==> config.mk <==
export PLATFORM = sky130hd
export DESIGN_NAME = sync_sp_mem
export DESIGN_NICKNAME = d
export VERILOG_FILES = /design/src/rtl/sync_sp_mem.sv
export SDC_FILE = /design/constraint.sdc
export NUM_CORES = 2
export LEC_CHECK = 0
export CAP_MARGIN = 20
export CORE_UTILIZATION = 60
export DETAILED_ROUTE_END_ITERATION = 10
export GPL_TIMING_DRIVEN = 1
export PLACE_DENSITY = 0.85
export SYNTH_ARGS = -nofsm -noshare
export SYNTH_HDL_FRONTEND = slang
export SYNTH_SLANG_ARGS = --single-unit
export TNS_END_PERCENT = 1
==> constraint.sdc <==
create_clock -name clk -period 6.75 [get_ports clk]
set_input_delay 1.35 -clock clk [delete_from_list [all_inputs] [get_ports clk]]
set_output_delay 1.35 -clock clk [all_outputs]
set_load 0.01 [all_outputs]
==> src/rtl/sync_sp_mem.sv <==
// Single-port synchronous memory: byte-enabled writes, 1- or 2-cycle registered read, rd_valid strobe.
// Optional per-byte even parity with error injection when SYNC_SP_MEM_PARITY_EN is defined.
`default_nettype none

module sync_sp_mem #(
  parameter int ADDR_WIDTH   = 8,
  parameter int DATA_WIDTH   = 8,
  parameter int READ_LATENCY = 2,
  parameter int INIT_COUNT   = 20
) (
  input  logic                      clk,
  input  logic                      rst,
  input  logic                      req,
  input  logic                      we,
  input  logic [ADDR_WIDTH-1:0]     addr,
  input  logic [DATA_WIDTH-1:0]     wr_data,
  input  logic [DATA_WIDTH/8-1:0]   wr_be,
`ifdef SYNC_SP_MEM_PARITY_EN
  input  logic                      wr_par_flip,
  output logic                      rd_par_err,
`endif
  output logic [DATA_WIDTH-1:0]     rd_data,
  output logic                      rd_valid
);

  localparam int DEPTH = 1 << ADDR_WIDTH;
  localparam int NB    = DATA_WIDTH / 8;
`ifdef SYNC_SP_MEM_PARITY_EN
  localparam int PW    = NB;
`else
  localparam int PW    = 0;
`endif
  // Each entry holds data in the low bits, parity bit for byte b at DATA_WIDTH+b.
  localparam int EW    = DATA_WIDTH + PW;

  function automatic logic [DEPTH-1:0][EW-1:0] f_init();
    logic [DEPTH-1:0][EW-1:0] m;
    logic [DATA_WIDTH-1:0]    d;
    m = '0;
    for (int i = 0; i < DEPTH; i++) begin
      if (i < INIT_COUNT) begin
        d = DATA_WIDTH'(i);
        m[ADDR_WIDTH'(i)][DATA_WIDTH-1:0] = d;
`ifdef SYNC_SP_MEM_PARITY_EN
        for (int b = 0; b < NB; b++)
          m[ADDR_WIDTH'(i)][DATA_WIDTH+b] = ^d[b*8 +: 8];
`endif
      end
    end
    return m;
  endfunction

  logic [DEPTH-1:0][EW-1:0] r_mem = f_init();

  logic [ADDR_WIDTH-1:0] w_rd_addr;
  logic                  w_rd_en;
  logic [EW-1:0]         w_rd_word;
  logic                  r_rd_valid;
  logic [DATA_WIDTH-1:0] r_rd_data;

  // Array is deliberately outside reset so its contents survive rst.
  always_ff @(posedge clk) begin
    if (req && we) begin
      for (int b = 0; b < NB; b++) begin
        if (wr_be[b]) begin
          r_mem[addr][b*8 +: 8] <= wr_data[b*8 +: 8];
`ifdef SYNC_SP_MEM_PARITY_EN
          r_mem[addr][DATA_WIDTH+b] <= (^wr_data[b*8 +: 8]) ^ wr_par_flip;
`endif
        end
      end
    end
  end

  generate
    if (READ_LATENCY == 1) begin : g_lat1
      assign w_rd_addr = addr;
      assign w_rd_en   = req & ~we;
    end else if (READ_LATENCY == 2) begin : g_lat2
      logic [ADDR_WIDTH-1:0] r_addr;
      logic                  r_vld_pipe;
      // Address loads every cycle; r_vld_pipe masks the non-read cycles.
      always_ff @(posedge clk or posedge rst) begin
        if (rst) begin
          r_addr     <= '0;
          r_vld_pipe <= 1'b0;
        end else begin
          r_addr     <= addr;
          r_vld_pipe <= req & ~we;
        end
      end
      assign w_rd_addr = r_addr;
      assign w_rd_en   = r_vld_pipe;
    end else begin : g_bad_latency
      $error("sync_sp_mem: READ_LATENCY must be 1 or 2");
    end
  endgenerate

  assign w_rd_word = r_mem[w_rd_addr];

  always_ff @(posedge clk or posedge rst) begin
    if (rst) begin
      r_rd_data  <= '0;
      r_rd_valid <= 1'b0;
    end else begin
      r_rd_valid <= w_rd_en;
      if (w_rd_en) r_rd_data <= w_rd_word[DATA_WIDTH-1:0];
    end
  end

`ifdef SYNC_SP_MEM_PARITY_EN
  logic w_par_bad;
  logic r_par_err;

  always_comb begin
    w_par_bad = 1'b0;
    for (int b = 0; b < NB; b++)
      w_par_bad = w_par_bad | (^{w_rd_word[DATA_WIDTH+b], w_rd_word[b*8 +: 8]});
  end

  always_ff @(posedge clk or posedge rst) begin
    if (rst) r_par_err <= 1'b0;
    else     r_par_err <= w_rd_en & w_par_bad;
  end

  assign rd_par_err = r_par_err;
`endif

  assign rd_data  = r_rd_data;
  assign rd_valid = r_rd_valid;

endmodule

`default_nettype wire

==> flow_metrics.env <==
export IMPL_syn_nets=4122
export IMPL_start_kind="input port"
export IMPL_grt_antenna_before_repair=12
export IMPL_wl_per_cell_um=35.9
export IMPL_yosys_area_top_type_share=0.761
export IMPL_yosys_top_cells_count="edfxtp_1 (2,048), mux2i_1 (447), mux4_2 (291)"
export IMPL_ant_nets=0
export IMPL_cap_viol_max_count=0
export IMPL_clockBufferDepth=3
export IMPL_min_from="g_lat2.r_vld_pipe"
export IMPL_synth_area_um2=80800
export IMPL_critical_path_max_fanout=18
export IMPL_cts_tree="yes"
export IMPL_rows=134
export IMPL_cts_setup_buffers=0
export IMPL_place_congestion=0.935
export IMPL_grt_overflow=0
export IMPL_grt_pass1_vias=43700
export IMPL_cts_buffers=189
export IMPL_slowest_delay_ps=980
export IMPL_wl_mm=218
export IMPL_synth_area_top_cells="edfxtp_1 (76%), mux4_2 (8.1%), mux2i_1 (5.5%)"
export IMPL_whs_ps=730
export IMPL_root_buffer="clkbuf_16"
export IMPL_yosysMostFrequentCell="edfxtp_1"
export IMPL_synth_cell_types=60
export IMPL_fin_total_pwr_mw=26.3
export IMPL_start_util=0.605
export IMPL_place_hpwl_mm=124
export IMPL_syn_inst=4101
export IMPL_post_drt_via_cell_ratio=7.34
export IMPL_grt_max_degree=188
export IMPL_relSlewSlack=0.0917
export IMPL_yosysWarnings=0
export IMPL_drc=0
export IMPL_cts_resized=0
export IMPL_ys_flop_type="edfxtp_1"
export IMPL_clkSinkCount=2066
export IMPL_crit_type="input port to flop"
export IMPL_fin_util=0.664
export IMPL_fp_coreArea_um2=133000
export IMPL_path_cells="clkdlybuf4s50_1, and3_1, nand4_1, buf_4, nor2_1"
export IMPL_grt_pass1_wl_mm=309
export IMPL_final_layout_size_suffix_gt1_frac=0.155
export IMPL_area_growth_pct=9.62
export IMPL_crit_start="wr_be"
export IMPL_max_slew_worst_pin_slew_ps=1360
export IMPL_fp_dieH_um=369
export IMPL_power_leakage_nw=28.1
export IMPL_powerDensity_nw_per_um2=297
export IMPL_die_x_um=369
export IMPL_synthArstFlopShare=0.00871
export IMPL_slew_violations=0
export IMPL_cp_required_ps=7200
export IMPL_fin_setup_tns_ps=0
export IMPL_ios=30
export IMPL_cts_htree_levels=4
export IMPL_path_delay_family="simple AND/OR/NAND/NOR gates"
export IMPL_cts_clk_slew_worst_paths_ps=70
export IMPL_port_buffers=29
export IMPL_synth_largest_area_cell="edfxtp_1"
export IMPL_setup_viol=0
export IMPL_slowest_stage="nand4_1"
export IMPL_synth_seq_area_share=0.767
export IMPL_drt_iter0_drc=8417
export IMPL_period_share=0.725
export IMPL_r2r_start="g_lat2.r_addr[1]"
export IMPL_place_ws_ps=1550
export IMPL_period_needed_ps=4890
export IMPL_syn_avg_cell_area_um2=19.7
export IMPL_rsz0062_at_grt="no"
export IMPL_dr_pass1_iters=7
export IMPL_grt_util_all_layers=0.321
export IMPL_die_area_um2=136000
export IMPL_ir_worst_vdd_uv=232
export IMPL_critPathBufInv=2
export IMPL_worstPathArrival_ps=5340
export IMPL_hold_viol=0
export IMPL_worstSetupEndpointType="flop"
export IMPL_hold_buffers=0
export IMPL_status="complete, no violations"
export IMPL_dr_total_vias=44600
export IMPL_min_path_type="flop to flop"
export IMPL_layout_setup_ws_ps=1860
export IMPL_synth_seq_cells=2066
export IMPL_fin_nets=4165
export IMPL_max_freq_mhz=204
export IMPL_clk_latency_ps=850
export IMPL_fin_worst_skew_ps=47.7
export IMPL_synth_edf_count=2048
worst register-to-register path, delay by kind of cell, from the launching register on:
family,cells,cell delay (ps)
compound gates,4,1780
buf+inv,1,900
flops,1,890
mux,1,480
simple gates,2,350
metrics by stage:
step,std cells,instance area [um^2]
CTS,6068,88500
global placement,5718,82300
detailed placement,5720,82300
global route,6069,88500
floorplan,4101,80800
finish,6078,88600
cell usage in the layout (no fill, tap or decap), types with 12 or more instances in the layout:
cell type and count:
clkinv_1 40, bufinv_16 22, nand2_1 98, mux4_2 291, a211oi_1 54, nand4_1 12
o22ai_1 138, buf_12 13, clkbuf_1 45, nor3_1 21, o21ai_0 61, clkdlybuf4s50_1 21
o221ai_1 60, a22oi_1 17, nor2_1 271, edfxtp_1 2048, clkinv_2 26, a21oi_1 72
a221oi_1 40, dfrtp_1 14, nor2b_1 12, mux2i_1 447, nand3_1 34, buf_4 66
a2111oi_0 22, clkbuf_8 12, clkbuf_16 189
per-layer routing:
metal	vias to the layer above	global-route usage	share of wire
li1	17000	-	-
met2	4615	0.478	0.45
met1	22100	0.418	0.32
met5	-	0	0.00071
met4	18	0.176	0.067
met3	926	0.111	0.16
state kept, by name, summed over array words and instances, names as in the netlist:
| name | cells |
|---|---|
| rd_data | 8 |
| r_mem | 2048 |
| g_lat2.r_addr | 8 |
| g_lat2.r_vld_pipe | 1 |
| rd_valid | 1 |
kinds of logic after synthesis:
logic type,Yosys count,share of synthesized area
AO/OA/AOI/OAI,519,0.0447
flip-flops,2066,0.767
buffers and inverters,269,0.0232
AND/OR/NAND/NOR,503,0.0268
multiplexers,744,0.138
report_power, final:
part	leakage (nW)	internal [mW]	switching [mW]	total, mW
Combinational	6.50	0.391	0.898	1.29
Clock	3.02	6.08	4.80	10.9
Sequential	18.6	14.1	0.0574	14.2
final cells by class:
cell class                      count  area, um^2
Multi-Input combinational cell   1766       17000
Timing Repair Buffer              111        1100
Clock buffer                      238        4950
Tap cell                         1768        2210
Antenna cell                        9        22.5
Inverter                           10        41.3
Fill cell                        7892       44900
Clock inverter                    110        1260
Sequential cell                  2066       62000
final timing paths:
kind | endpoint | cells past startpoint | slack [ps]
hold reg to reg | rd_valid | 0 | 730
min in group asynchronous | g_lat2.r_addr[0] | 3 | 930
setup reg to reg | rd_data[7] | 8 | 2230
hold / removal | rd_valid | 0 | 730
setup / recovery | r_mem[58] | 5 | 1860
max in group asynchronous | g_lat2.r_addr[4] | 3 | 5430
Note: power is estimated with default switching activity, not from simulation.
